==> src/rtl/memwb_skid_reg.sv <==
// ----------------------------------------------------------------------------
// memwb_skid_reg
//
// MEM/WB pipeline stage built as a two-entry skid buffer. It sits between the
// data-memory stage and the register-file write port. An entry carries the
// RegWrite/MemToReg control bits, the destination register index, the ALU
// result and the load data. The stage produces the final writeback enable and
// writeback data, and it counts the cycles in which WB stalls it.
//
// Storage is a head register, which drives the *_out ports, and a skid
// register. The occupancy FSM (EMPTY/ONE/FULL) holds the valid bits of both:
//   head valid = state != EMPTY
//   skid valid = state == FULL
// The FSM state is also visible on the occupancy port.
//
// Handshake (valid/ready):
//   A transfer happens on a rising clock edge when valid and ready are both
//   high. The producer holds valid and the payload stable until that edge.
//   The consumer may drive ready at any time. On the input side,
//   in_ready = !skid_valid and is forced low during rst. It depends only on
//   registered state, so there is no combinational path from out_ready to
//   in_ready.
//
// Ports:
//   clk, rst            rising-edge clock; synchronous active-high reset
//   flush               drops every held entry and the same-cycle input
//   in_valid/in_ready   input handshake from the MEM stage
//   *_in                incoming entry fields
//   out_valid/out_ready output handshake towards WB
//   *_out               head entry fields (registered)
//   wb_en, wb_data      final register-file write enable and data
//   occupancy           number of held entries (0..2)
//   stall_cnt           saturating count of out_valid & !out_ready cycles
// ----------------------------------------------------------------------------
module memwb_skid_reg #(
    parameter int DATA_W     = 32,
    parameter int REG_ADDR_W = 5,
    parameter int ZERO_REG   = 1,
    parameter int CNT_W      = 16
) (
    input  logic                  clk,
    input  logic                  rst,
    input  logic                  flush,

    input  logic                  in_valid,
    output logic                  in_ready,
    input  logic                  RegWrite_in,
    input  logic                  MemToReg_in,
    input  logic [REG_ADDR_W-1:0] DestReg_in,
    input  logic [DATA_W-1:0]     ALU_result_in,
    input  logic [DATA_W-1:0]     MemRead_data_in,

    output logic                  out_valid,
    input  logic                  out_ready,
    output logic                  RegWrite_out,
    output logic                  MemToReg_out,
    output logic [REG_ADDR_W-1:0] DestReg_out,
    output logic [DATA_W-1:0]     ALU_result_out,
    output logic [DATA_W-1:0]     MemRead_data_out,

    output logic                  wb_en,
    output logic [DATA_W-1:0]     wb_data,
    output logic [1:0]            occupancy,
    output logic [CNT_W-1:0]      stall_cnt
);

    // ------------------------------------------------------------------
    // Occupancy state machine
    // ------------------------------------------------------------------
    typedef enum logic [1:0] {
        ST_EMPTY = 2'd0,
        ST_ONE   = 2'd1,
        ST_FULL  = 2'd2
    } state_e;

    state_e state_q, state_d;

    logic head_valid;
    logic skid_valid;
    logic accept;
    logic consume;

    // Load strobes chosen by the next-state logic.
    logic head_from_in;
    logic head_from_skid;
    logic skid_from_in;

    // Head register
    logic                  head_rw_q,   head_rw_d;
    logic                  head_m2r_q,  head_m2r_d;
    logic [REG_ADDR_W-1:0] head_dest_q, head_dest_d;
    logic [DATA_W-1:0]     head_alu_q,  head_alu_d;
    logic [DATA_W-1:0]     head_mrd_q,  head_mrd_d;

    // Skid register
    logic                  skid_rw_q,   skid_rw_d;
    logic                  skid_m2r_q,  skid_m2r_d;
    logic [REG_ADDR_W-1:0] skid_dest_q, skid_dest_d;
    logic [DATA_W-1:0]     skid_alu_q,  skid_alu_d;
    logic [DATA_W-1:0]     skid_mrd_q,  skid_mrd_d;

    // Stall counter
    logic [CNT_W-1:0] stall_q, stall_d;

    logic dest_is_zero;

    assign head_valid = (state_q != ST_EMPTY);
    assign skid_valid = (state_q == ST_FULL);

    // Ready comes from registered state only. Holding it low during rst
    // stops a producer from seeing a transfer that reset then discards.
    assign in_ready = ~skid_valid & ~rst;

    assign accept  = in_valid & in_ready;
    assign consume = head_valid & out_ready;

    always_comb begin
        state_d        = state_q;
        head_from_in   = 1'b0;
        head_from_skid = 1'b0;
        skid_from_in   = 1'b0;

        unique case (state_q)
            ST_EMPTY: begin
                if (accept) begin
                    head_from_in = 1'b1;
                    state_d      = ST_ONE;
                end
            end
            ST_ONE: begin
                if (accept && consume) begin
                    // The head leaves and the new entry replaces it directly.
                    head_from_in = 1'b1;
                end else if (accept) begin
                    skid_from_in = 1'b1;
                    state_d      = ST_FULL;
                end else if (consume) begin
                    state_d = ST_EMPTY;
                end
            end
            ST_FULL: begin
                // in_ready is low here, so only the drain path applies.
                if (consume) begin
                    head_from_skid = 1'b1;
                    state_d        = ST_ONE;
                end
            end
            default: begin
                state_d = ST_EMPTY;
            end
        endcase

        // Flush drops everything, including the entry offered this cycle.
        // The payload registers keep stale values, but nothing marks them
        // valid.
        if (flush) begin
            state_d        = ST_EMPTY;
            head_from_in   = 1'b0;
            head_from_skid = 1'b0;
            skid_from_in   = 1'b0;
        end
    end

    // ------------------------------------------------------------------
    // Payload next-state
    // ------------------------------------------------------------------
    always_comb begin
        head_rw_d   = head_rw_q;
        head_m2r_d  = head_m2r_q;
        head_dest_d = head_dest_q;
        head_alu_d  = head_alu_q;
        head_mrd_d  = head_mrd_q;

        if (head_from_in) begin
            head_rw_d   = RegWrite_in;
            head_m2r_d  = MemToReg_in;
            head_dest_d = DestReg_in;
            head_alu_d  = ALU_result_in;
            head_mrd_d  = MemRead_data_in;
        end else if (head_from_skid) begin
            head_rw_d   = skid_rw_q;
            head_m2r_d  = skid_m2r_q;
            head_dest_d = skid_dest_q;
            head_alu_d  = skid_alu_q;
            head_mrd_d  = skid_mrd_q;
        end
    end

    always_comb begin
        skid_rw_d   = skid_rw_q;
        skid_m2r_d  = skid_m2r_q;
        skid_dest_d = skid_dest_q;
        skid_alu_d  = skid_alu_q;
        skid_mrd_d  = skid_mrd_q;

        if (skid_from_in) begin
            skid_rw_d   = RegWrite_in;
            skid_m2r_d  = MemToReg_in;
            skid_dest_d = DestReg_in;
            skid_alu_d  = ALU_result_in;
            skid_mrd_d  = MemRead_data_in;
        end
    end

    // Counts every cycle in which WB holds off a valid head, flush cycles
    // included. Only rst clears the counter.
    always_comb begin
        stall_d = stall_q;
        if (head_valid && !out_ready && (stall_q != {CNT_W{1'b1}})) begin
            stall_d = stall_q + CNT_W'(1);
        end
    end

    // ------------------------------------------------------------------
    // Registers
    // ------------------------------------------------------------------
    always_ff @(posedge clk) begin
        if (rst) begin
            state_q     <= ST_EMPTY;
            head_rw_q   <= 1'b0;
            head_m2r_q  <= 1'b0;
            head_dest_q <= '0;
            head_alu_q  <= '0;
            head_mrd_q  <= '0;
            skid_rw_q   <= 1'b0;
            skid_m2r_q  <= 1'b0;
            skid_dest_q <= '0;
            skid_alu_q  <= '0;
            skid_mrd_q  <= '0;
            stall_q     <= '0;
        end else begin
            state_q     <= state_d;
            head_rw_q   <= head_rw_d;
            head_m2r_q  <= head_m2r_d;
            head_dest_q <= head_dest_d;
            head_alu_q  <= head_alu_d;
            head_mrd_q  <= head_mrd_d;
            skid_rw_q   <= skid_rw_d;
            skid_m2r_q  <= skid_m2r_d;
            skid_dest_q <= skid_dest_d;
            skid_alu_q  <= skid_alu_d;
            skid_mrd_q  <= skid_mrd_d;
            stall_q     <= stall_d;
        end
    end

    // ------------------------------------------------------------------
    // Outputs
    // ------------------------------------------------------------------
    assign out_valid        = head_valid;
    assign RegWrite_out     = head_rw_q;
    assign MemToReg_out     = head_m2r_q;
    assign DestReg_out      = head_dest_q;
    assign ALU_result_out   = head_alu_q;
    assign MemRead_data_out = head_mrd_q;

    assign occupancy = 2'(state_q);
    assign stall_cnt = stall_q;

    // Register 0 is hardwired on RISC-style files, so a write to it is
    // dropped here when ZERO_REG is set.
    assign dest_is_zero = (ZERO_REG != 0) && (head_dest_q == '0);

    // A flushed head must never write, even if WB is ready this cycle.
    assign wb_en   = head_valid & out_ready & head_rw_q & ~dest_is_zero & ~flush;
    assign wb_data = head_m2r_q ? head_mrd_q : head_alu_q;

endmodule

==> config.mk <==
export PLATFORM = sky130hd
export DESIGN_NAME = memwb_skid_reg
export DESIGN_NICKNAME = d
export VERILOG_FILES = /design/src/rtl/memwb_skid_reg.sv
export SDC_FILE = /design/constraint.sdc
export NUM_CORES = 1
export LEC_CHECK = 0
export CAP_MARGIN = 20
export CORE_ASPECT_RATIO = 1.2
export CORE_UTILIZATION = 30
export DETAILED_ROUTE_END_ITERATION = 16
export GPL_TIMING_DRIVEN = 1
export HOLD_SLACK_MARGIN = 0.08
export PLACE_DENSITY = 0.65
export SLEW_MARGIN = 20
export SYNTH_ARGS = -nofsm -noshare
export SYNTH_HDL_FRONTEND = slang
export SYNTH_SLANG_ARGS = --single-unit
==> constraint.sdc <==
create_clock -name clk -period 3.9 [get_ports clk]
set_clock_uncertainty 0.2 [all_clocks]
set_input_delay 0.78 -clock clk [delete_from_list [all_inputs] [get_ports clk]]
set_output_delay 0.78 -clock clk [all_outputs]
set_load 0.05 [all_outputs]
==> metrics.md <==
| Metric | Value |
|---|---|
| Worst IR drop on VDD | `0.000275 V` |
| NetSw | `between 1000 and 1500 uW` |
| Flop pwr share | `0.438` |
| Vias | `between 6k and 7k` |
| Synth Register Bits | `160` |
| Worst reg2reg path depth | `5` |
| Critical Path Start Type | `flip-flop` |
| Critical path's largest stage delay | `730 ps` |
| # rows | `60` |
| Clock network fraction of total power | `0.416` |
| Die H | `~170 um` |
| Max Cap Viol | `0` |
| Design Area, Final | `9670 um2` |
| Num ports | `200` |
| Gate power share | `0.146` |
| Ys flop type | `dfxtp_1` |
| Vias in the first global route | `5,747` |
| Commonest cells after routing, fill and taps aside | `clkdlybuf4s50_1, dfxtp_1, nand2_1` |
| First-pass DRT Iterations | `6` |
| Longest Clk Path Bufs | `2` |
| Avg Vias per Cell | `4.98` |
| Hold buffers post-CTS | `0` |
| Placed cell count | `1,209` |
| Crit Path Class | `flip-flop to primary output` |
| Hold_sp | `skid_mrd_q[18]$_SDFFE_PP0P_` |
| Actual slew at the worst max-slew pin | `1120 ps` |
| GRT Total Usage | `0.162` |
| Buffers & Inverters on Critical Path | `2` |
| CP cell instances | `buf_4 -> mux2_2 -> clkdlybuf4s50_1` |
| Post-DR wirelength/cell | `about 15 um` |
| Slew margin rel. | `0.254` |
| Clock transition at path regs | `roughly 60 ps` |
| Post-Layout Cell Count | `~1.2k` |
| Overflow left after global routing | `0` |
| WHS Path Cells | `2` |
| Pwr dens | `406 nW/um2` |
| Post-Syn Instances | `approximately 790` |
| Syn_nets | `864` |
| Final hold vios | `0` |
| CTS resizes | `0` |
| Switching share of power | `0.267` |
| Pint | `2880 uW` |
| Critical R2R Launch | `stall_cnt[0]$_SDFFE_PP0P_` |
| Placer Congestion | `0.839` |
| Die width | `approximately 140 um` |
| Fillers | `between 2k and 2.5k` |
| Post-synthesis sequential area ratio | `0.464` |
| H-tree depth | `4` |
| Unique cell type count in the Yosys netlist | `41` |
| Dpl hpwl | `12,400 um` |
| Pins over their slew limit | `0` |
| Hold crit path type | `flip-flop to flip-flop` |
| Crit. End Element | `primary output` |
| DRC Markers | `0` |
| Wire length of the first global-routing pass | `30,500 um` |
| FMAX | `between 0.3 and 0.4 GHz` |
| Ys async rst share | `0` |
| Total setup buffers inserted after CTS | `0` |
| EDFF count, synth | `0` |
| Setup TNS | `0 ps` |
| Total CTS buffers | `17` |
| Final WL | `19,100 um` |
| Cell area after synthesis | `6900 um2` |
| Die Area | `23,600 um2` |
| Synth Warn # | `0` |
| Status | `completed` |
| Ratio of cells with drive above 1 in the final layout | `0.0864` |
| CTS tree | `yes` |
| Clk_lat worst skew | `roughly 400 ps` |
| Ant diodes | `0` |
| Core Util, Final | `0.429` |
| Core area | `22,500 um2` |
| Mean Syn Cell Area | `between 8 and 9 um2` |
| Clock Sinks | `160` |
| LEAKAGE | `slightly above 0.003 uW` |
| Worst R2R End | `stall_cnt[2]$_SDFFE_PP0P_` |
| CP top delay family | `buffers and inverters` |
| RSZ-0062 raised after global routing | `false` |
| FF-to-FF setup slack | `about 1500 ps` |
| Starting DRC count in detailed routing | `between 300 and 400` |
| Worst path slowest cell | `clkdlybuf4s50_1` |
| Initial antenna violation count | `0` |
| Crit Path Max Fanout | `14` |
| Final-report setup violation count | `0` |
| CP required | `2920 ps` |
| Antenna viol nets, final | `0` |
| Layout net count | `1,026` |
| Number of I/O port buffers | `between 150 and 200` |
| Initial core utilization | `0.306` |
| Fin crit period | `3300 ps` |
| Largest net degree at the start of global routing | `between 100 and 150` |
| Hold Path Sink | `skid_mrd_q[18]$_SDFFE_PP0P_` |
| Period utilization | `0.845` |
| Placed inst area | `between 9000 and 10,000 um2` |
| Layout area overhead | `40.2%` |
| CTS Root Cell | `clkbuf_16` |
| Most common cell after layout, fill and taps aside | `clkdlybuf4s50_1` |
| Arr. time, crit path | `2320 ps` |
## sequential cells by signal, indices dropped and copies added (netlist names)
register and flops:
skid_alu_q 32, stall_cnt 16, ALU_result_out 32, skid_rw_q 1, skid_mrd_q 32, skid_dest_q 5, MemToReg_out 1, MemRead_data_out 32
skid_m2r_q 1, DestReg_out 5, RegWrite_out 1, occupancy 2
## layout make-up
| cell class | count | area, um2 | share of cell area |
|---|---|---|---|
| multi-input combinational | 555 | 3400 | 0.352 |
| sequential | 160 | 3200 | 0.331 |
| timing repair buffer | 210 | 2120 | 0.219 |
| clock buffer | 22 | 464 | 0.0480 |
| tap | 279 | 349 | 0.0361 |
| clock inverter | 9 | 109 | 0.0113 |
| inverter | 5 | 18.8 | 0.00194 |
## worst max path at each step
stage | from | endpoint | cells past startpoint
after global placement | out_ready | stall_cnt[10]$_SDFFE_PP0P_ | 5
after global routing | MemToReg_out$_SDFFE_PP0P_ | wb_data[31] | 3
after CTS | MemToReg_out$_SDFFE_PP0P_ | wb_data[31] | 3
after detailed placement | out_ready | stall_cnt[8]$_SDFFE_PP0P_ | 5
final | MemToReg_out$_SDFFE_PP0P_ | wb_data[31] | 3
after floorplan | occupancy[0]$_SDFFE_PP0P_ | wb_en | 4
## layer usage
layer,vias up,share of wire,track usage
met1,2927,0.45,0.204
met4,0,0.013,0.0502
met3,16,0.047,0.0375
met5,-,0,0
met2,133,0.48,0.275
li1,3100,-,-
## logic make-up after synthesis
group                    synth area share
flip-flops                          0.464
AO/OA/AOI/OAI                       0.159
adder cells (fa/ha/maj)           0.00181
multiplexers                        0.157
buffers and inverters              0.0457
AND/OR/NAND/NOR                     0.172
## per-stage QoR
stage	total power, uW	setup slack [ps]	hold WS (ps)
finish	3930	603	253
global route	4080	487	265
detailed placement	2330	810	247
global placement	2330	826	242
floorplan	2090	846	236
CTS	3980	539	256
## cell usage after synthesis, types with 5 or more instances
cell type / count / share of area
a211oi_1: 71 / 0.077
a21oi_1: 85 / 0.062
buf_1: 6 / 0.0033
buf_2: 15 / 0.011
buf_4: 7 / 0.0076
clkbuf_1: 39 / 0.021
dfxtp_1: 160 / 0.46
inv_1: 5 / 0.0027
mux2_2: 32 / 0.052
mux2i_1: 72 / 0.10
nand2_1: 148 / 0.081
nand4_1: 7 / 0.0063
nor2_1: 77 / 0.042
nor3_1: 9 / 0.0065
o31ai_1: 6 / 0.0065
or4_1: 8 / 0.0087
## worst register-to-register path, stage by stage, from the launching register on
cell,delay [ps]
dfxtp_1,400
ha_1,260
nand3_1,130
nor4_2,850
nor2_1,150
a311oi_1,300
## power groups by stage
stage          sequential [uW]  combinational (uW)  clock (uW)
2_1_floorplan             1880                 211           0
5_1_grt                   1730                 601        1760
6_report                  1720                 573        1630
4_1_cts                   1720                 577        1680
3_3_place_gp              1760                 572           0
3_5_place_dp              1760                 575           0
Note: power is estimated with default switching activity, not from simulation.
